`src/rtl/dm_bus_arbiter_pkg.sv`:
```
// Shared definitions for the data-side bus arbiter: FSM states, owner IDs
// and default timing parameters.
package dm_bus_arbiter_pkg;

  typedef enum logic [1:0] {
    ST_IDLE = 2'd0,
    ST_BUS  = 2'd1,
    ST_RESP = 2'd2
  } state_t;

  typedef enum logic {
    OWN_CPU = 1'b0,
    OWN_DMA = 1'b1
  } owner_t;

  localparam int DEFAULT_TIMEOUT = 16;
  localparam int DEFAULT_CNT_W   = 8;

endpackage

```
`src/rtl/dm_bus_arbiter_bus_timeout_counter.sv`:
```
// Counts BUS-state cycles of the current transaction; expired is high on the
// last cycle a transaction is allowed to wait for BusReady.
module bus_timeout_counter #(
  parameter int CNT_W = 8,
  parameter int LIMIT = 16
) (
  input  logic clk,
  input  logic reset,
  input  logic clear,
  input  logic enable,
  output logic expired
);

  localparam logic [CNT_W-1:0] LAST = CNT_W'(LIMIT - 1);

  logic [CNT_W-1:0] count_q;

  always_ff @(posedge clk) begin
    if (!reset) begin
      count_q <= '0;
    end else if (clear) begin
      count_q <= '0;
    end else if (enable) begin
      count_q <= count_q + CNT_W'(1);
    end
  end

  assign expired = (count_q == LAST);

endmodule

```
`src/rtl/dm_bus_arbiter.sv`:
```
// Arbitrates the data-side device bus between the CPU MEM stage and the
// DMA/debug port, running one timed bus transaction per grant.
module dm_bus_arbiter
  import dm_bus_arbiter_pkg::*;
#(
  parameter int TIMEOUT = DEFAULT_TIMEOUT,
  parameter int CNT_W   = DEFAULT_CNT_W
) (
  input  logic        clk,
  input  logic        reset,
  input  logic        CpuReq,
  input  logic        CpuWe,
  input  logic [31:0] CpuAddr,
  input  logic [31:0] CpuWData,
  input  logic [3:0]  CpuByteEn,
  input  logic        CpuExc,
  output logic        CpuAck,
  output logic [31:0] CpuRData,
  output logic        CpuErr,
  output logic        CpuStall,
  input  logic        DmaReq,
  input  logic        DmaWe,
  input  logic [31:0] DmaAddr,
  input  logic [31:0] DmaWData,
  input  logic [3:0]  DmaByteEn,
  output logic        DmaAck,
  output logic [31:0] DmaRData,
  output logic        DmaErr,
  output logic        BusReq,
  output logic        BusWe,
  output logic [31:0] BusAddr,
  output logic [31:0] BusWData,
  output logic [3:0]  BusByteEn,
  input  logic        BusReady,
  input  logic [31:0] BusRData
);

  // Handshake: a requester holds Req and its fields stable until it sees a
  // one-cycle Ack, and drops Req on that same edge. The bus side holds BusReq
  // and the registered fields until a cycle with BusReady completes the beat.

  state_t      state_q, state_d;
  owner_t      owner_q, last_grant_q, grant_owner;
  logic        grant, exc_hit, bus_done, bus_abort;
  logic        expired, cnt_enable;
  logic        bus_we_q;
  logic [31:0] bus_addr_q, bus_wdata_q;
  logic [3:0]  bus_byte_en_q;
  logic [31:0] cpu_rdata_q, dma_rdata_q;
  logic        cpu_err_q, dma_err_q;
  logic [31:0] resp_rdata;
  logic        resp_err;

  always_ff @(posedge clk) begin
    if (!reset) begin
      state_q <= ST_IDLE;
    end else begin
      state_q <= state_d;
    end
  end

  always_comb begin
    state_d     = state_q;
    grant       = 1'b0;
    grant_owner = OWN_CPU;
    exc_hit     = 1'b0;
    bus_done    = 1'b0;
    bus_abort   = 1'b0;
    case (state_q)
      ST_IDLE: begin
        // A pre-flagged CPU access never touches the bus and beats DMA.
        if (CpuReq && CpuExc) begin
          exc_hit = 1'b1;
          state_d = ST_RESP;
        end else if (CpuReq || DmaReq) begin
          grant   = 1'b1;
          state_d = ST_BUS;
          if (CpuReq && DmaReq) begin
            grant_owner = (last_grant_q == OWN_DMA) ? OWN_CPU : OWN_DMA;
          end else begin
            grant_owner = CpuReq ? OWN_CPU : OWN_DMA;
          end
        end
      end
      ST_BUS: begin
        // Ready on the final allowed cycle still counts as success.
        if (BusReady) begin
          bus_done = 1'b1;
          state_d  = ST_RESP;
        end else if (expired) begin
          bus_abort = 1'b1;
          state_d   = ST_RESP;
        end
      end
      ST_RESP: state_d = ST_IDLE;
      default: state_d = ST_IDLE;
    endcase
  end

  assign resp_rdata = (bus_done && !bus_we_q) ? BusRData : 32'h0;
  assign resp_err   = bus_abort;

  always_ff @(posedge clk) begin
    if (!reset) begin
      owner_q       <= OWN_CPU;
      last_grant_q  <= OWN_DMA;
      bus_we_q      <= 1'b0;
      bus_addr_q    <= '0;
      bus_wdata_q   <= '0;
      bus_byte_en_q <= '0;
      cpu_rdata_q   <= '0;
      cpu_err_q     <= 1'b0;
      dma_rdata_q   <= '0;
      dma_err_q     <= 1'b0;
    end else begin
      if (exc_hit) begin
        owner_q     <= OWN_CPU;
        cpu_rdata_q <= '0;
        cpu_err_q   <= 1'b1;
      end
      if (grant) begin
        owner_q      <= grant_owner;
        last_grant_q <= grant_owner;
        if (grant_owner == OWN_CPU) begin
          bus_we_q      <= CpuWe;
          bus_addr_q    <= CpuAddr;
          bus_wdata_q   <= CpuWData;
          bus_byte_en_q <= CpuByteEn;
        end else begin
          bus_we_q      <= DmaWe;
          bus_addr_q    <= DmaAddr;
          bus_wdata_q   <= DmaWData;
          bus_byte_en_q <= DmaByteEn;
        end
      end
      // Per-port result registers double as the hold-until-next-Ack storage.
      if (bus_done || bus_abort) begin
        if (owner_q == OWN_CPU) begin
          cpu_rdata_q <= resp_rdata;
          cpu_err_q   <= resp_err;
        end else begin
          dma_rdata_q <= resp_rdata;
          dma_err_q   <= resp_err;
        end
      end
    end
  end

  assign cnt_enable = (state_q == ST_BUS) && !BusReady && !expired;

  bus_timeout_counter #(
    .CNT_W (CNT_W),
    .LIMIT (TIMEOUT)
  ) u_timeout (
    .clk     (clk),
    .reset   (reset),
    .clear   (grant),
    .enable  (cnt_enable),
    .expired (expired)
  );

  assign CpuAck    = (state_q == ST_RESP) && (owner_q == OWN_CPU);
  assign DmaAck    = (state_q == ST_RESP) && (owner_q == OWN_DMA);
  assign CpuRData  = cpu_rdata_q;
  assign CpuErr    = cpu_err_q;
  assign DmaRData  = dma_rdata_q;
  assign DmaErr    = dma_err_q;
  assign CpuStall  = CpuReq & ~CpuAck;
  assign BusReq    = (state_q == ST_BUS);
  assign BusWe     = BusReq & bus_we_q;
  assign BusAddr   = bus_addr_q;
  assign BusWData  = bus_wdata_q;
  assign BusByteEn = bus_byte_en_q;

endmodule

```
`config.mk`:
```
export PLATFORM = sky130hd
export DESIGN_NAME = dm_bus_arbiter
export DESIGN_NICKNAME = d
export VERILOG_FILES = /design/src/rtl/dm_bus_arbiter_pkg.sv /design/src/rtl/dm_bus_arbiter_bus_timeout_counter.sv /design/src/rtl/dm_bus_arbiter.sv
export SDC_FILE = /design/constraint.sdc
export NUM_CORES = 1
export LEC_CHECK = 0
export BUFFER_PORTS_ARGS = -buffer_cell sky130_fd_sc_hd__buf_2
export CELL_PAD_IN_SITES_DETAIL_PLACEMENT = 0
export CELL_PAD_IN_SITES_GLOBAL_PLACEMENT = 1
export CORE_AREA = 2 2 136 138
export DETAILED_ROUTE_END_ITERATION = 12
export DIE_AREA = 0 0 138 140
export MAX_ROUTING_LAYER = met4
export PLACE_DENSITY_LB_ADDON = 0.1
export SYNTH_ARGS = -nofsm -noshare
export SYNTH_HDL_FRONTEND = slang
export SYNTH_SLANG_ARGS = --single-unit
```
`constraint.sdc`:
```
create_clock -name clk -period 4.15 [get_ports clk]
set_input_delay 0.6225 -clock clk [delete_from_list [all_inputs] [get_ports clk]]
set_output_delay 0.6225 -clock clk [all_outputs]
set_load 0.05 [all_outputs]
```
Word level (Yosys, flattened, before mapping) --
Index checks and enable logic that the tools add are counted.
Word-level totals: flip-flop bits (word level) 147, bits of input ports 176, output and inout port bits 139, word-level logic and storage cells 74
Operators by class: add/subtract/negate cells 1, equality and inequality tests 5, mux-type cells 34, bitwise operators 5, reductions and logical operators 17
Operators with widths (count):
- $mux 32 | 6
- $mux 1 | 22
- $add 8x1->8 const B | 1
- $eq 8x4->1 const B | 1
- $mux 2 | 4
- $logic_and 1x1->1 | 7
- $mux 4 | 1
- $pmux 2 s2 | 1
- $reduce_and 2->1 | 2
- $logic_not 1->1 | 3
- $ne 3x1->1 const B | 1
- $ne 3x3->1 const B | 1
- $not 1->1 | 3
- $and 1x1->1 | 2
- $eq 2x1->1 const B | 1
- $eq 2x2->1 const B | 1
- $logic_not 2->1 | 1
- $logic_or 1x1->1 | 2
- $reduce_bool 2->1 | 1
- $reduce_or 2->1 | 1

Longest topological paths before layout --
depth in word-level cells 6, gate-level depth with buffers 8, mapped depth without buffers 5

Modules after synthesis --
A second synthesis with hierarchy kept.
Second synthesis, totals: cell total of the unflattened synthesis 752, area total of the unflattened synthesis 5916.9 um^2
By module, submodules not included:
- dm_bus_arbiter | instances 1, cells each 712, area each 5556.6 um^2, sequential area each 2782.7 um^2
- bus_timeout_counter | instances 1, cells each 40, area each 360.3 um^2, sequential area each 160.2 um^2

Worst setup path after synthesis --
OpenSTA, ideal clock, no wires.
path kind register to output, from register state_q[1], to output CpuStall, arrival 2261 ps, data required time 3527 ps, path slack 1266 ps, cell stages (with the launch flop) 4, path buffers 1, cell sequence dfxtp_1 > buf_2 > nor3b_1 > nor2b_1
Between the ends: longest elaborated chain between the ends 4
RTL lines:
- start: declaration | RTL line dm_bus_arbiter.sv:42 | state_t state_q, state_d;
- start signal: assignment | RTL line dm_bus_arbiter.sv:58 | state_q <= state_d;
- $eq 2x2->1 | RTL line dm_bus_arbiter.sv:162 | assign CpuAck = (state_q == ST_RESP) && (owner_q == OWN_CPU);
- $logic_and 1x1->1 | RTL line dm_bus_arbiter.sv:162
- net CpuAck | RTL line dm_bus_arbiter.sv:17 | output logic CpuAck,
- $not 1->1 | RTL line dm_bus_arbiter.sv:168 | assign CpuStall = CpuReq & ~CpuAck;
- $and 1x1->1 | RTL line dm_bus_arbiter.sv:168
- end: declaration | RTL line dm_bus_arbiter.sv:20 | output logic CpuStall,
The timed path passes the listed nets, and every way through them passes these cells.

Worst setup path after layout --
from register state_q[0], to output BusWe
Between the ends: longest elaborated chain between the ends 2
RTL lines:
- $eq 2x1->1 | RTL line dm_bus_arbiter.sv:169 | assign BusReq = (state_q == ST_BUS);
- $and 1x1->1 | RTL line dm_bus_arbiter.sv:170 | assign BusWe = BusReq & bus_we_q;
- end: declaration | RTL line dm_bus_arbiter.sv:30 | output logic BusWe,
Every way passes these cells.

==> run_results.csv <==
group,metric,value,unit
outcome,status,"complete, no violations",
setup_path,rr_startpoint,"state_q[1]$_SDFFE_PN0P_",
floorplanning,core_area,17800,µm²
floorplanning,dieArea,19300,µm²
logic_synthesis,yosys_warnings,0,
clock_network,clk_latency,420,ps
power_and_ir_drop,cellPowerDensity,498,nW/µm²
layout,layout.nets,1145,
power_and_ir_drop,p_total,4040,µW
floorplanning,ios,315,
power_and_ir_drop,peakVddDrop,0.000275,V
timing,max_freq,455,MHz
setup_path,worstSetupEndpointType,"output pin",
timing,holdWs,431,ps
clock_network,cts_resized,0,
clock_network,cts_tree,"yes",
logic_synthesis,synth.top_cells.by_area,"dfxtp_1 (51%), nand2_1 (11%), o21ai_0 (8.9%)",
floorplanning,die_h,140,µm
drt,firstDrtPassIters,4,
timing,tns,0,ps
logic_synthesis,ys_seq_area_frac,0.510,
layout,areaGrowthSynthToFinish,40.3,%
setup_path,r2r_cells,5,
drt,via_per_inst,4.85,
floorplanning,row_count,49,
clock_network,cts_buffer_depth,2,
timing,worst_pin_slew,585,ps
power_and_ir_drop,p_leak,0.00382,µW
setup_path,critical_path_arrival,1580,ps
logic_synthesis,netlist.area_leader.share,0.510,
logic_synthesis,synth_edf_count,0,
timing,hold_viol,0,
clock_network,numCtsBuffers,17,
global_route,antenna_found_initial,5,
placed_design,placed_area,7440,µm²
drt,wl_per_cell,16.4,µm
logic_synthesis,synthFlopType,"dfxtp_1",
hold_path,hold_path.class,"in2reg",
floorplanning,fp.dieW,138,µm
global_route,grt_max_degree,62,
logic_synthesis,ys_async_sr_fraction,0,
timing,min_period,2200,ps
drt,post-route-drc-count,0,
placed_design,place_congestion,0.789,
timing,rsz0062_at_grt,"no",
global_route,grt_overflow_total,0,
logic_synthesis,syn-instance-count,685,
logic_synthesis,syn_nets,862,
layout,post-route-util,0.455,
clock_network,clk_pin_slew,60,ps
clock_network,hold_buffers,0,
clock_network,post-cts-setup-buffers,0,
logic_synthesis,synth-seq-cells,147,
timing,fin_worst_skew,14.6,ps
hold_path,whs_path_depth,2,
logic_synthesis,avgSynthCellArea,8.43,µm²
clock_network,clockRootBuffer,"clkbuf_16",
layout,fill_cells,1852,
hold_path,whs_endpoint,"CpuRData[22]$_SDFF_PN0_",
logic_synthesis,syn_area,5770,µm²
timing,period_share,0.530,
logic_synthesis,yosysUniqueCellTypes,42,
logic_synthesis,synth_top_cell_by_area,"dfxtp_1",
placed_design,io_buffer_count,314,
placed_design,hpwlAfterDp,14200,µm
layout,design_area,8100,µm²
hold_path,min-delay-start,"BusRData[22]",
layout,drive_gt1_frac,0.377,
clock_network,h-tree-depth,4,
global_route,groute.usage.overall,0.205,
drt,route.antenna.remaining_nets,0,
setup_path,reg2reg_slack,2040,ps
drt,vias,5888,
setup_path,path_class,"reg2out",
timing,timing.final.max_slew_violations,0,
drt,wirelength,19900,µm
clock_network,clkSinkCount,147,
timing,max_slew_margin,0.610,
setup_path,cp_data_required_time,3530,ps
setup_path,cp-start-kind,"register",
floorplanning,start_util,0.325,
global_route,first_global_vias,5645,
timing,setup_violations,0,
drt,first_iter_violations,375,
global_route,grt_pass1_wl,30600,µm
setup_path,worstPathMaxFanout,11,
setup_path,r2r-end,"BusAddr[8]$_SDFFE_PN0P_",
run,drv_cap,0,
-- flip-flops by register name, indices dropped and copies added (netlist names) --
register,cells
bus_we_q,1
BusByteEn,4
BusWData,32
BusAddr,32
state_q,2
CpuErr,1
CpuRData,32
last_grant_q,1
u_timeout.count_q,8
DmaErr,1
owner_q,1
DmaRData,32
-- area by class of cell --
class / instances / area, µm² / area share
flip-flops and latches: 147 / 2940 / 0.363
inverters: 2 / 7.51 / 0.000927
well taps: 229 / 287 / 0.0354
multi-input cells: 473 / 2530 / 0.312
clock buffers: 18 / 439 / 0.0542
diodes: 5 / 12.5 / 0.00155
repair buffers: 327 / 1680 / 0.208
clock inverters: 14 / 201 / 0.0249
-- cells in the final DEF, fill, tap and decap left out, types with 2 or more instances in the layout --
cell type | Yosys | layout
dfxtp_1 | 147 | 147
and3_1 | 3 | 2
buf_2 | 23 | 314
clkinvlp_4 | 0 | 2
diode_2 | 0 | 5
nor3b_1 | 2 | 2
a21oi_1 | 36 | 36
buf_4 | 5 | 12
a22o_1 | 32 | 32
nand2b_1 | 4 | 4
nand3b_1 | 3 | 3
xnor2_1 | 3 | 3
inv_1 | 2 | 2
xor2_1 | 3 | 3
nand3_1 | 5 | 4
a21oi_2 | 2 | 2
nand2_1 | 170 | 170
clkbuf_16 | 0 | 17
a211oi_1 | 2 | 2
inv_6 | 0 | 3
a31oi_1 | 72 | 72
and2_1 | 3 | 3
clkinv_4 | 0 | 4
o21ai_0 | 103 | 103
nor2_1 | 11 | 11
bufinv_16 | 0 | 4
-- worst max-delay path by stage --
stage / startpoint / endpoint / slack, ps / cells past startpoint
3_3_place_gp: CpuExc / BusWData[30]$_SDFFE_PN0P_ / 1750 / 6
3_5_place_dp: CpuExc / BusAddr[28]$_SDFFE_PN0P_ / 1730 / 6
2_1_floorplan: state_q[1]$_SDFFE_PN0P_ / CpuStall / 1270 / 3
5_1_grt: state_q[1]$_SDFFE_PN0P_ / BusWData[8]$_SDFFE_PN0P_ / 1800 / 5
6_report: state_q[0]$_SDFFE_PN0P_ / BusWe / 1950 / 3
4_1_cts: state_q[0]$_SDFFE_PN0P_ / BusWe / 1940 / 3
-- layer usage --
metal,wire length (µm),share of wire,track usage
met1,8510,0.43,0.245
met2,9390,0.47,0.319
met3,1520,0.076,0.0615
met4,512,0.026,0.0924
met5,0,0,-
-- report_power, final --
| group | switching (µW) | internal [µW] |
|---|---|---|
| clock network | 636 | 1030 |
| logic | 592 | 217 |
| registers | 52.2 | 1510 |
| total | 1280 | 2760 |
-- cells by family after synthesis --
group                      after synthesis  share of synthesized area
AOI/OAI and AO/OA                      252                      0.262
and+or+nand+nor                        213                      0.160
DFF                                    147                      0.510
buffers and inverters                   65                     0.0559
xor gates and xnor gates                 6                    0.00910
muxes                                    1                    0.00173
adders and majority gates                1                    0.00217
-- critical path, stage by stage, from the launching register on --
cell	delay, ps
dfxtp_1	500
nor2b_4	250
and2_1	140
buf_2	260
-- synth_stat cells (4+ instances only) --
| cell | n |
|---|---|
| nand2_1 | 170 |
| dfxtp_1 | 147 |
| o21ai_0 | 103 |
| a31oi_1 | 72 |
| a21oi_1 | 36 |
| a22o_1 | 32 |
| clkbuf_1 | 30 |
| buf_2 | 23 |
| nor2_1 | 11 |
| buf_4 | 5 |
| nand3_1 | 5 |
| buf_6 | 4 |
| nand2b_1 | 4 |
-- per-stage QoR --
stage	worst slack, ps	instances
after floorplan	1270	685
after global placement	1750	1178
after detailed placement	1730	1178
after CTS	1940	1210
after global routing	1800	1215
final	1950	1215
(Power assumes the default switching activity.)
